<file path="config.mk">
export PLATFORM = sky130hd
export DESIGN_NAME = out_port_fifo
export DESIGN_NICKNAME = d
export VERILOG_FILES = /design/src/rtl/turtle_pkg.sv /design/src/rtl/fifo_regfile.sv /design/src/rtl/out_port_fifo.sv
export SDC_FILE = /design/constraint.sdc
export NUM_CORES = 1
export LEC_CHECK = 0
export ABC_CLOCK_PERIOD_IN_PS = 7800
export BUFFER_PORTS_ARGS = -buffer_cell sky130_fd_sc_hd__clkbuf_2
export CAP_MARGIN = 0
export CORE_MARGIN = 3
export CORE_UTILIZATION = 63
export DETAILED_ROUTE_END_ITERATION = 8
export PLACE_DENSITY = 0.92
export SETUP_SLACK_MARGIN = 0.5
export SLEW_MARGIN = 10
export SYNTH_ARGS = -nofsm -noshare
export SYNTH_HDL_FRONTEND = slang
export SYNTH_SLANG_ARGS = --single-unit
</file>
<file path="constraint.sdc">
create_clock -name clk -period 7.8 [get_ports clk]
set_input_delay 0 -clock clk [delete_from_list [all_inputs] [get_ports clk]]
set_output_delay 0 -clock clk [all_outputs]
set_load 0.05 [all_outputs]
</file>
<file path="src/rtl/turtle_pkg.sv">
// rtl/turtle_pkg.sv - shared CPU word width, control-unit select encodings and helpers
package turtle_pkg;

    localparam int WORD_W = 16;

    // Address-bus source select driven by the control unit
    typedef enum logic [1:0] {
        SEL_RAM = 2'd0,
        SEL_RF  = 2'd1,
        SEL_PC  = 2'd2,
        SEL_SP  = 2'd3
    } bus_sel_e;

    // Register-file write-back source select
    localparam logic [1:0] WB_SEL_ALU = 2'd0;
    localparam logic [1:0] WB_SEL_RAM = 2'd1;
    localparam logic [1:0] WB_SEL_PC  = 2'd2;
    localparam logic [1:0] WB_SEL_SP  = 2'd3;

    // Occupancy after one edge: +1 push-only, -1 pop-only, unchanged otherwise
    function automatic logic [7:0] next_count(input logic [7:0] cur, input logic push, input logic pop);
        logic [7:0] nxt;
        nxt = cur;
        if (push && !pop) nxt = cur + 8'd1;
        else if (pop && !push) nxt = cur - 8'd1;
        return nxt;
    endfunction

endpackage

</file>
<file path="src/rtl/fifo_regfile.sv">
// rtl/fifo_regfile.sv - FIFO storage array, one sync write port, one async read port
module fifo_regfile
    import turtle_pkg::*;
#(
    parameter int DATA_W = WORD_W,
    parameter int DEPTH  = 8,
    parameter int AW     = $clog2(DEPTH)
) (
    input  logic              clk,
    input  logic              we,
    input  logic [AW-1:0]     waddr,
    input  logic [DATA_W-1:0] wdata,
    input  logic [AW-1:0]     raddr,
    output logic [DATA_W-1:0] rdata
);

    logic [DATA_W-1:0] mem [DEPTH];

    // Storage write; contents are not reset, validity is tracked by the pointers
    always_ff @(posedge clk) begin
        if (we) mem[waddr] <= wdata;
    end

    assign rdata = mem[raddr];

endmodule

</file>
<file path="src/rtl/out_port_fifo.sv">
// rtl/out_port_fifo.sv - output-port FIFO between the control unit OUT strobe and an external consumer
module out_port_fifo
    import turtle_pkg::*;
#(
    parameter int DATA_W = WORD_W,
    parameter int DEPTH  = 8,
    parameter int AW     = $clog2(DEPTH),
    parameter int CW     = $clog2(DEPTH + 1)
) (
    input  logic              clk,
    input  logic              rst_n,
    input  logic              cpu_out_valid,
    input  logic [DATA_W-1:0] cpu_out_data,
    output logic [DATA_W-1:0] port_data,
    output logic              port_valid,
    input  logic              port_ready,
    output logic              full,
    output logic              empty,
    output logic [CW-1:0]     count,
    output logic              overflow,
    input  logic              clr_overflow
);

    logic [AW-1:0] wr_ptr;
    logic [AW-1:0] rd_ptr;
    logic          pop;
    logic          push;
    logic          drop;
    logic [7:0]    count_nxt;

    assign full       = (count == CW'(DEPTH));
    assign empty      = (count == '0);
    assign port_valid = !empty;

    // A pop at the same edge frees a slot, so a push into a full FIFO is still accepted then
    assign pop       = port_valid && port_ready;
    assign push      = cpu_out_valid && (!full || pop);
    assign drop      = cpu_out_valid && full && !pop;
    assign count_nxt = next_count(8'(count), push, pop);

    fifo_regfile #(
        .DATA_W (DATA_W),
        .DEPTH  (DEPTH),
        .AW     (AW)
    ) u_mem (
        .clk   (clk),
        .we    (push),
        .waddr (wr_ptr),
        .wdata (cpu_out_data),
        .raddr (rd_ptr),
        .rdata (port_data)
    );

    // Pointer and occupancy update; pointers wrap naturally at DEPTH
    always_ff @(posedge clk) begin
        if (!rst_n) begin
            wr_ptr <= '0;
            rd_ptr <= '0;
            count  <= '0;
        end else begin
            if (push) wr_ptr <= wr_ptr + AW'(1);
            if (pop)  rd_ptr <= rd_ptr + AW'(1);
            count <= count_nxt[CW-1:0];
        end
    end

    // Sticky drop flag; a drop at the same edge as a clear keeps it set
    always_ff @(posedge clk) begin
        if (!rst_n)            overflow <= 1'b0;
        else if (drop)         overflow <= 1'b1;
        else if (clr_overflow) overflow <= 1'b0;
    end

endmodule

</file>
======== After elaboration in Yosys (flattened, before gate mapping) ========
Memory sizes are Yosys's and may differ from the RTL's. A register that Yosys moved wholly into a read port is not among the register bits.
Cells that the tools add are included.
operators by class
  add/sub/neg operators ................... 4
  eq/ne operators ......................... 1
  muxes and demuxes ....................... 8
  reductions and logical operators ........ 14
operators with widths
  kind                                               number
  2-to-1 mux 4 bit                                   2
  adder 3 x 1 -> 3 bit (second input constant)       2
  logical AND 1 bit                                  6
  2-to-1 mux 3 bit                                   2
  adder 4 x 1 -> 4 bit (second input constant)       1
  == test 4 bit (second input constant)              1
  logical NOT 1 bit                                  4
  logical NOT 4 bit                                  1
  2-to-1 mux 1 bit                                   4
  nonzero test 2 bit                                 2
  subtractor 4 x 1 -> 4 bit (second input constant)  1
  logical OR 1 bit                                   1
storage, ports and cells
  flip-flop bits (word level) ............. 11
  RAM bits ................................ 128
  memories ................................ 1
memory list
  memory     words  width  read ports  clocked after Yosys merged registers in  write ports  RTL line            source
  u_mem.mem  8      16     1           1                                        1            fifo_regfile.sv:17  logic [DATA_W-1:0] mem [DEPTH];

======== Logic depth before layout (Yosys ltp) ========
Gate-level depths: netlist (run 1).
  depth in word-level cells ............... 9
  mapped depth ............................ 10

======== By module ========
A second synthesis (run 1) with hierarchy kept.
unflattened totals
  cell total of the unflattened synthesis .. 261
  area, all modules ....................... 5,586.6 µm²
by module, submodules not included
  module         instances  cells an instance  area an instance (µm²)  seq. area each (µm²)
  fifo_regfile   1          198                4,973.5                 3,843.7
  out_port_fifo  1          63                 613.1                   220.2

======== Worst setup path before layout (run 1) ========
OpenSTA, ideal clock, no wires.
  kind .................................... reg-to-reg
  start ................................... register count[0]
  end ..................................... memory u_mem.mem[0][0] (netlist bit), enable pin
  library setup time ...................... 0.430 ns
  arrival ................................. 2.646 ns
  required time ........................... 7.370 ns
  setup slack ............................. 4.723 ns
  cell stages (with the launch flop) ...... 4
  period minus slack after synthesis ...... 3.077 ns
  cell sequence ........................... dfxtp_1 or4b_4 o21ai_4 nor4_1
between the ends
  cells in the longest elaborated chain, start to end .. 7
RTL lines
  item                                      RTL line             source
  from (decl)                               out_port_fifo.sv:19  output logic [CW-1:0] count,
  from (signal assigned)                    out_port_fifo.sv:63  count <= count_nxt[CW-1:0];
  logical NOT 4 bit                         out_port_fifo.sv:32  assign empty = (count == '0);
  logical NOT 1 bit                         out_port_fifo.sv:33  assign port_valid = !empty;
  logical AND 1 bit                         out_port_fifo.sv:36  assign pop = port_valid && port_ready;
  logical OR 1 bit *                        out_port_fifo.sv:37  assign push = cpu_out_valid && (!full || pop);
  logical AND 1 bit *                       out_port_fifo.sv:37
  2-to-1 mux 1 bit *                        fifo_regfile.sv:21   if (we) mem[waddr] <= wdata;
  2-to-1 mux 1 bit (not written as such) *  fifo_regfile.sv:21
  to (decl)                                 fifo_regfile.sv:17
Mark *: on every way between the ends. The rest lies on a longest branch, timed or not.

======== Final worst setup path (run 1) ========
  start ................................... register count[0]
  end ..................................... register count[3]
between the ends
  cells in the longest elaborated chain, start to end .. 8
RTL lines
  item                                 RTL line             source
  logical NOT 4 bit                    out_port_fifo.sv:32
  logical NOT 1 bit                    out_port_fifo.sv:33
  logical AND 1 bit                    out_port_fifo.sv:36
  logical OR 1 bit *                   out_port_fifo.sv:37
  logical AND 1 bit *                  out_port_fifo.sv:37
  net push                             out_port_fifo.sv:27  logic push;
  logical NOT 1 bit                    turtle_pkg.sv:25     else if (pop && !push) nxt = cur - 8'd1;
  logical AND 1 bit                    turtle_pkg.sv:25
  nonzero test 2 bit (no source line)  n/a
The timed path passes the listed nets; every way through them passes the cells marked *. The select of a mux whose other input is x is not followed.
A chain may end at the register's enable or synchronous reset.

==> results of run 1 <==
==> sequential cells by signal (all words and copies together) (netlist names), named ones only <==
signal,count
wr_ptr,3
count,4
overflow,1
rd_ptr,3
u_mem.mem,128
==> cell families after synthesis <==
family                   Yosys count
flip-flops                       142
multiplexers                      50
AND/OR/NAND/NOR                   35
buffers and inverters             17
AO/OA/AOI/OAI                      8
XOR/XNOR                           6
adder cells (fa/ha/maj)            6
==> metal layers <==
layer  global-route usage  wire (um)
met1                0.325       4410
met2                0.411       5980
met3               0.0687        794
met4                0.145        514
met5                    0          0
==> Yosys cell counts, drive strengths merged, types with 3 or more instances <==
cell	count
mux2	16
and2	7
xnor2	6
nor3	4
nand2	7
mux4	32
nand3	5
dfxtp	14
ha	5
edfxtp	128
nand2b	3
nor2	4
inv	5
buf	7
clkbuf	5
==> critical path, cell delays in order (launching register included) <==
cell	delay [ns]
dfxtp_1	0.38
or4b_4	0.60
o21ai_4	0.34
inv_1	0.14
ha_1	0.23
inv_1	0.14
ha_1	0.29
a21oi_1	0.21
a211oi_1	0.11
a31oi_1	0.19
mux2i_1	0.19
==> path summary, 6_finish.rpt <==
| check | startpoint | to | cells past startpoint |
|---|---|---|---|
| worst min-delay path | cpu_out_data[3] | u_mem.mem[5][3] | 2 |
| worst max register to register | count[0] | count[3] | 10 |
| worst min register to register | count[3] | count[3] | 2 |
| worst max-delay path | count[0] | count[3] | 10 |
==> power by group through the flow <==
stage               Clock [mW]  Sequential (mW)  Combinational, mW
detailed placement           0            0.923              0.652
global placement             0            0.917              0.639
CTS                      0.795            0.909              0.669
global route             0.834            0.913              0.703
floorplan                    0            0.940              0.508
finish                   0.794            0.910              0.663
==> layout make-up <==
cell class / count / area [sq um]
Clock buffer: 17 / 414
Sequential cell: 142 / 4130
Timing Repair Buffer: 73 / 495
Clock inverter: 15 / 170
Antenna cell: 1 / 2.50
Multi-Input combinational cell: 105 / 1360
Tap cell: 105 / 131
Inverter: 5 / 18.8
Fill cell: 418 / 1620
==> per-stage QoR <==
stage	setup WS (ns)	total power, mW	area [sq um]	util	cells
final	4.92	2.37	6720	0.806	463
after floorplan	4.72	1.45	5510	-	264
after global routing	4.72	2.45	6720	0.805	462
after CTS	4.92	2.37	6720	0.805	462
after detailed placement	4.96	1.58	5900	0.708	407
after global placement	5.08	1.56	5900	0.708	407
==> what timing repair did <==
action	CTS	global route
hold buffers	23	0
endpoints found under the hold margin	142	0
setup buffers	0	0
==> results.yml, run 1 <==
global_routing:
  grt_pass1_wl_um: 17800
  grt_pass1_vias: 3039
  grt_use_total: 0.258
  grt-ovfl-total: 0
  grt_max_degree: 33
  antenna_found_initial: 0
synth:
  ys_types: 33
  synth_top_area_share: 0.697
  synthAdderAreaFrac: 0.0150
  synthTopCellsByArea: "edfxtp_1 (70%), mux4_2 (13%), dfxtp_1 (5.1%)"
  synth_warnings: 0
  ys.flop_type: "edfxtp_1"
  yosys.area_share.simple: 0.0347
  synth_top_family_by_area: "multiplexers"
  syn_inst: 264
  synth_area_sq_um: 5510
  synth_edf_count: 128
  muxShareOfSynthArea: 0.167
  async_reset_ff_frac: 0
  synth_xor_area_frac: 0.00953
  synth_nets: 291
  seq_area_frac_synth: 0.748
  synth_top_area_cell: "edfxtp_1"
  ys_ff_latch: 142
  synth-compound-area-share: 0.0116
  avgSynthCellArea_sq_um: 20.9
routing:
  drc: 0
  vias: 2937
  viasPerCell: 6.34
  first_pass_iters: 5
  wl_per_cell_um: 25.3
  first_iter_violations: 212
  routed_wl_um: 11700
  antenna_left: 0
placed_design:
  gp_congestion: 0.740
  dpl.hpwl_um: 5920
  io_buffers: 44
critical_path:
  worst-path-max-fanout: 7
  critPathArrivalTime_ns: 3.32
  cp.required_ns: 8.24
  startpoint_type: "flop"
  criticalPathCategory: "reg -> reg"
  endpoint_kind: "flop"
  reg2reg_slack_ns: 4.92
sta:
  drv_slew: 0
  setup_violations: 0
  hold_violations: 0
  fin_hold_ws_ns: 0.315
  fin_skew_ns: 0.00992
  period_share: 0.369
  rsz0062_at_grt: "no"
  slew_headroom: 0.318
  period_needed_ns: 2.88
  finalSetupTns_ns: 0
  max_freq_mhz: 348
  worst_slew_pin_slew_ns: 1.02
clock_tree:
  clk_pin_slew_ns: 0.06
  cts_resized: 0
  htreeDepth: 4
  cts_root_buffer: "clkbuf_8"
  cts.path.max_buffers: 2
  numClockSinks: 142
  numCtsBuffers: 17
  clk_latency_ns: 0.52
  cts_tree: "done"
power:
  combPwrFrac: 0.280
  power_density_nw_per_um2: 352
  peakVddDrop_uv: 238
  pwr-share-clk: 0.335
  p_int_mw: 1.61
  p_switching_uw: 751
  p_sw_frac: 0.318
  p_leak_nw: 2.28
  seq_power_share: 0.384
die:
  dieArea_sq_um: 9910
  coreArea_sq_um: 8340
  die_w_um: 99.5
  ios: 45
  rows: 33
  start_util: 0.661
  dieHeight_um: 99.5
run_status:
  status: "completed"
final_layout:
  final_common_cell: "edfxtp_1"
  drive_gt1_frac: 0.384
  final_cell_mix: "edfxtp_1 (128), clkbuf_2 (44), mux4_2 (32)"
  area.growth.synth_to_final_pct: 21.9
  finalNetCount: 371
flow_run:
  drv_cap: 0
hold_path:
  min_path_type: "in -> reg"
Note: power is estimated with default switching activity, not from simulation.
==> inputs of run 2 (changes only) <==
--- a/config.mk
+++ b/config.mk
@@ -5,13 +5,14 @@
 export SDC_FILE = /design/constraint.sdc
 export NUM_CORES = 1
 export LEC_CHECK = 0
-export ABC_CLOCK_PERIOD_IN_PS = 7800
+export ABC_AREA = 1
+export ABC_CLOCK_PERIOD_IN_PS = 2700
 export BUFFER_PORTS_ARGS = -buffer_cell sky130_fd_sc_hd__clkbuf_2
 export CAP_MARGIN = 0
 export CORE_MARGIN = 3
-export CORE_UTILIZATION = 63
+export CORE_UTILIZATION = 59
 export DETAILED_ROUTE_END_ITERATION = 8
-export PLACE_DENSITY = 0.92
+export PLACE_DENSITY = 0.87
 export SETUP_SLACK_MARGIN = 0.5
 export SLEW_MARGIN = 10
 export SYNTH_ARGS = -nofsm -noshare
==> constraint.sdc (replaced) <==
create_clock -name clk -period 2.7 [get_ports clk]
set_input_delay 0 -clock clk [delete_from_list [all_inputs] [get_ports clk]]
set_output_delay 0 -clock clk [all_outputs]
set_load 0.05 [all_outputs]
==> run 2 against run 1 <==
Critical path depth down 5. Global-route usage down 0.77 points. Final area up 5.7%. Clock skew down 0.0011 ns. Sequential cell count unchanged. Non-clock buffer count up 15. Critical endpoint is now port_data[6].
==> results.yml, run 2 <==
run_status:
  status: "completed"
hold_path:
  worstHoldEndpoint: "u_mem.mem[4][6]"
  worstHoldStart: "cpu_out_data[6]"
  min_path_type: "in -> reg"
  hold_path_depth: 2
synth:
  synth_edf_count: 128
  syn_inst: 535
  synth.top_cells.by_count: "nor2_1 (149), edfxtp_1 (128), nand2_1 (101)"
  synth_top_area_share: 0.653
  synth_area_sq_um: 5880
  synth_warnings: 0
  async_reset_ff_frac: 0
  seq_area_frac_synth: 0.701
  synthTopCellsByArea: "edfxtp_1 (65%), nor2_1 (9.5%), nand2_1 (6.4%)"
  ys_types: 22
  ys.flop_type: "edfxtp_1"
  ys_ff_latch: 142
  synth_nets: 562
  synth_top_area_cell: "edfxtp_1"
  avgSynthCellArea_sq_um: 11.0
  synth_most_common_cell: "nor2_1"
final_layout:
  drive_gt1_frac: 0.179
  instances_no_fill: 762
  fill_cells: 594
  top_register: "u_mem.mem"
  final_cell_mix: "nor2_1 (149), edfxtp_1 (128), nand2_1 (101)"
  biggestRegsByFlops: "u_mem.mem (128), count (4)"
  regArea_sq_um: 4130
  area.growth.synth_to_final_pct: 20.7
  multiInputGateArea_sq_um: 1520
  finalNetCount: 647
  antennaDiodeCount: 0
  largest_reg_flops: 128
  final_common_cell: "nor2_1"
routing:
  first_iter_violations: 471
  antenna_left: 0
  wl_per_cell_um: 17.2
  viasPerCell: 5.47
  drc: 0
  first_pass_iters: 6
  routed_wl_um: 13100
  vias: 4166
critical_path:
  cpPeakStageDelay_ns: 0.42
  path_cells: "buf_4, clkinvlp_4, nand2_1, nand2_1, clkbuf_2"
  reg2reg_slack_ns: 0.63
  criticalPathCategory: "reg -> out"
  reg2reg_from: "count[2]"
  startpoint_type: "flop"
  cpMostUsedCell: "nand2_1"
  worst-path-max-fanout: 17
  cp.required_ns: 2.70
  slowest_stage: "clkinvlp_4"
  critPathArrivalTime_ns: 2.09
  reg2regPathDepth: 7
  endpoint_kind: "output port"
  rr_endpoint: "u_mem.mem[0][6]"
power:
  p_total_mw: 7.21
  p_sw_frac: 0.393
  p_switching_mw: 2.84
  p_int_mw: 4.37
  combPwrFrac: 0.345
  power_density_nw_per_um2: 1010
  p_leak_nw: 2.82
  peakVddDrop_uv: 840
  seq_power_share: 0.372
  pwr-share-clk: 0.283
die:
  start_util: 0.622
  ios: 45
  die_w_um: 106
  dieHeight_um: 106
  rows: 35
  coreArea_sq_um: 9460
  dieArea_sq_um: 11200
sta:
  finalSetupTns_ns: 0
  worst_slew_pin_slew_ns: 0.678
  rsz0062_at_grt: "no"
  slew_headroom: 0.547
  fin_skew_ns: 0.00883
  period_share: 0.775
  drv_slew: 0
  period_needed_ns: 2.09
  setup_violations: 0
  hold_violations: 0
  max_freq_mhz: 478
flow_run:
  drv_cap: 0
global_routing:
  grt_pass1_vias: 4178
  grt_use_total: 0.250
  grt_pass1_wl_um: 20900
  grt_max_degree: 65
  grt-ovfl-total: 0
  antenna_found_initial: 0
placed_design:
  gp_congestion: 0.811
  dpl.hpwl_um: 7200
  io_buffers: 44
  placedCellCount: 701
clock_tree:
  clk_pin_slew_ns: 0.06
  cts.path.max_buffers: 2
  numClockSinks: 142
  cts_tree: "done"
  htreeDepth: 4
  numCtsBuffers: 17
  cts_root_buffer: "clkbuf_8"
  clk_latency_ns: 0.52
==> run 2: cell count changes in the layout (fill, tap and decap cells not counted), sizes merged, moves of 4 or more <==
cell,change
buf,+16
clkinvlp,+4
a21oi,+6
inv,+19
nor3,-4
mux2,-16
o21ai,+66
xnor2,-6
and2,-7
mux4,-32
nor2,+146
nand2,+95
==> run 2: how the worst max path moves through the flow <==
stage               slack, ns            to
floorplan                0.53      count[3]
global placement         0.70      count[3]
detailed placement       0.61      count[3]
CTS                      0.50  port_data[4]
global route             0.50  port_data[9]
finish                   0.61  port_data[6]
==> run 2: power groups by stage <==
stage	combinational [mW]	clock, mW	sequential (mW)
2_1_floorplan	1.77	0	2.77
3_3_place_gp	2.23	0	2.70
3_5_place_dp	2.31	0	2.71
4_1_cts	2.43	2.07	2.69
5_1_grt	2.70	2.19	2.69
6_report	2.48	2.04	2.68
==> run 2: cell type report <==
cell class / instances / area share
timing repair inverter: 1 / 0.00106
clock inverter: 14 / 0.0155
sequential: 142 / 0.582
tap: 129 / 0.0227
clock buffer: 18 / 0.0588
multi-input combinational: 346 / 0.214
inverter: 24 / 0.0150
timing repair buffer: 88 / 0.0911
==> run 2: logic make-up after synthesis <==
kind of cell | synth area share
adders and majority gates | 0.0140
AOI/OAI and AO/OA | 0.0638
DFF | 0.701
xor gates and xnor gates | 0.00447
and+or+nand+nor | 0.175
buffers and inverters | 0.0421
==> run 2: worst max-delay path, delay by kind of cell, from the launching register on <==
family,cells,cell delay (ns)
buffers and inverters,3,0.94
flip-flops,1,0.31
AND/OR/NAND/NOR,2,0.29
==> run 2: metrics by stage <==
stage          hold slack (ns)  worst slack, ns  utilization  instance area, sq um
2_1_floorplan           0.0989            0.528            -                  5900
3_3_place_gp             0.259            0.705        0.661                  6250
3_5_place_dp             0.264            0.613        0.661                  6250
4_1_cts                  0.268            0.501        0.748                  7070
5_1_grt                  0.309            0.497        0.751                  7100
6_report                 0.290            0.609        0.751                  7100
==> run 2: per-layer routing <==
metal  track usage  vias up  routed length [um]
met5             0        -                   0
met4        0.0962        0                 204
met3        0.0618       28                1050
met2         0.436      203                6890
met1         0.300     1961                4940
li1              -     1974                   -
==> run 2: timing repair <==
| action | CTS | global route |
|---|---|---|
| pin swaps | 0 | 2 |
| setup buffers | 3 | 3 |
| gates resized for setup | 9 | 4 |
| setup endpoints to repair | 16 | 17 |
| cloned | 1 | 0 |
| hold buffers | 22 | 0 |
| endpoints found under the hold margin | 142 | 0 |
==> inputs of run 3 (changes only) <==
--- a/config.mk
+++ b/config.mk
@@ -5,14 +5,14 @@
 export SDC_FILE = /design/constraint.sdc
 export NUM_CORES = 1
 export LEC_CHECK = 0
-export ABC_AREA = 1
-export ABC_CLOCK_PERIOD_IN_PS = 2700
+export ABC_AREA = 0
+export ABC_CLOCK_PERIOD_IN_PS = 1900
 export BUFFER_PORTS_ARGS = -buffer_cell sky130_fd_sc_hd__clkbuf_2
 export CAP_MARGIN = 0
 export CORE_MARGIN = 3
-export CORE_UTILIZATION = 59
+export CORE_UTILIZATION = 53
 export DETAILED_ROUTE_END_ITERATION = 8
-export PLACE_DENSITY = 0.87
+export PLACE_DENSITY = 0.84
 export SETUP_SLACK_MARGIN = 0.5
 export SLEW_MARGIN = 10
 export SYNTH_ARGS = -nofsm -noshare
==> constraint.sdc (replaced) <==
create_clock -name clk -period 1.9 [get_ports clk]
set_input_delay 0 -clock clk [delete_from_list [all_inputs] [get_ports clk]]
set_output_delay 0 -clock clk [all_outputs]
set_load 0.05 [all_outputs]
==> run 3 against run 2 <==
The flow now finishes with violations (setup timing). Non-clock buffer count rose by 38. Highest routed layer unchanged. Final area grew 12%. Clock power is 67% higher. Total power grew 64%. Clock skew decreased by 0.0030 ns. Utilization increased by 5.0 points. Combinational power up 88%. Sequential power rose by 41%. Hold slack worse by 0.28 ns.
==> results.yml, run 3 (synthesis gave the netlist of run 1 again) <==
run_status:
  status: "finished with violations"
  violations: "setup timing"
global_routing:
  grt-ovfl-total: 0
  grt_use_total: 0.256
  grt_pass1_wl_um: 20900
  grt_max_degree: 33
  grt_pass1_vias: 3369
  antenna_found_initial: 0
power:
  power_density_nw_per_um2: 1490
  peakVddDrop_uv: 1050
  p_leak_nw: 2.82
  p_switching_mw: 3.73
  p_int_mw: 8.12
  combPwrFrac: 0.393
  pwr-share-clk: 0.287
  p_sw_frac: 0.315
  seq_power_share: 0.320
  p_total_mw: 11.9
critical_path:
  worst-path-max-fanout: 8
  endpoint_kind: "flop"
  critPathArrivalTime_ns: 2.59
  cpMostUsedCell: "buf_6"
  criticalPathCategory: "reg -> reg"
  slowest_stage: "or4b_4"
  path_cells: "or4b_4, o21ai_4, buf_4, buf_6, buf_6, buf_6, buf_6, buf_8, nor4_4, buf_4, clkbuf_16"
  startpoint_type: "flop"
  cp.required_ns: 2.19
  cpPeakStageDelay_ns: 0.56
clock_tree:
  numClockSinks: 142
  cts_root_buffer: "clkbuf_8"
  clk_pin_slew_ns: 0.06
  cts_tree: "done"
  htreeDepth: 4
  cts.path.max_buffers: 2
  clk_latency_ns: 0.53
  numCtsBuffers: 17
sta:
  fin_skew_ns: 0.00584
  hold_violations: 0
  period_share: 1.21
  period_needed_ns: 2.30
  worst_slew_pin_slew_ns: 0.405
  max_freq_mhz: 434
  rsz0062_at_grt: "yes"
  finalSetupTns_ns: -32.89
  fin_ws_ns: -0.405
  setup_violations: 153
  slew_headroom: 0.730
  drv_slew: 0
final_layout:
  antennaDiodeCount: 0
  multiInputGateArea_sq_um: 1580
  finalNetCount: 424
  final_common_cell: "edfxtp_1"
  final_cell_mix: "edfxtp_1 (128), mux4_2 (32), clkbuf_2 (23)"
  biggestRegsByFlops: "u_mem.mem (128), count (4)"
  fill_cells: 468
  area.growth.synth_to_final_pct: 44.6
  regArea_sq_um: 4140
  largest_reg_flops: 128
  drive_gt1_frac: 0.534
  top_register: "u_mem.mem"
die:
  coreArea_sq_um: 9950
  start_util: 0.554
  dieArea_sq_um: 11700
  rows: 36
  dieHeight_um: 108
  ios: 45
  die_w_um: 108
routing:
  viasPerCell: 5.89
  vias: 3199
  first_pass_iters: 5
  routed_wl_um: 14600
  first_iter_violations: 266
  antenna_left: 0
  wl_per_cell_um: 26.8
  drc: 0
hold_path:
  min_path_type: "in -> reg"
flow_run:
  drv_cap: 0
placed_design:
  gp_congestion: 0.726
  dpl.hpwl_um: 6450
  preCtsSetupSlack_ns: -0.360
  io_buffers: 44
[run 3: cell count changes in the layout (fill, tap and decap cells not counted), sizes merged, moves of 5 or more]
cell | before | now
mux4 | 0 | 32
nor2 | 150 | 4
inv | 25 | 8
a21oi | 7 | 1
nand2 | 102 | 7
and2 | 0 | 7
o21ai | 68 | 2
xnor2 | 0 | 6
mux2 | 0 | 16
buf | 22 | 77
clkbuf | 62 | 46
clkinvlp | 7 | 2
[run 3: path summary, 6_finish.rpt]
path | startpoint | endpoint | slack (ns) | depth (start not counted)
setup / recovery | count[2] | u_mem.mem[0][4] | -0.40 | 11
setup reg to reg | count[2] | u_mem.mem[0][4] | -0.40 | 11
hold reg to reg | rd_ptr[1] | rd_ptr[1] | 0.49 | 2
hold / removal | port_ready | rd_ptr[1] | 0.02 | 5
[run 3: worst max-delay path, delay by kind of cell (launching register included)]
family	cells	cell delay (ns)
buffers and inverters	8	0.90
DFF	1	0.35
AOI/OAI and AO/OA	1	0.18
and+or+nand+nor	2	0.62
[run 3: repair_timing]
action                                  CTS  global route
gates cloned                              6             0
pin swaps                                 7            12
setup buffers                            17             8
resized for setup                        77            40
hold buffers                             20             0
endpoints found under the hold margin   142             0
endpoints found under the setup margin  161           163
[run 3: cell type report]
type / instances / share of cell area
flip-flops and latches: 142 / 0.520
multi-input cells: 105 / 0.198
repair buffers: 126 / 0.183
clock buffers: 18 / 0.0524
clock inverters: 14 / 0.0231
well taps: 133 / 0.0209
inverters: 5 / 0.00345
[run 3: power groups by stage]
stage | logic [mW] | clock network [mW] | registers, mW
global route | 4.85 | 3.56 | 3.80
CTS | 4.30 | 3.37 | 3.76
finish | 4.66 | 3.40 | 3.79
detailed placement | 3.22 | 0 | 3.79
floorplan | 2.43 | 0 | 3.89
global placement | 3.16 | 0 | 3.77
[run 3: stage by stage]
stage	std cells	hold slack (ns)	instance area (sq um)	utilization
floorplan	264	0.0989	5730	-
global placement	460	0.270	6330	0.636
detailed placement	460	0.281	6330	0.636
CTS	535	-0.0177	7810	0.785
global route	543	0.0328	7970	0.801
finish	543	0.0152	7970	0.801
[run 3: layer usage]
layer	share of wire	track usage	vias up	wire length, um
met1	0.38	0.324	1681	5480
met5	0	0	-	0
met2	0.55	0.440	144	7960
met3	0.057	0.0687	24	828
li1	-	-	1350	-
met4	0.020	0.0757	0	289
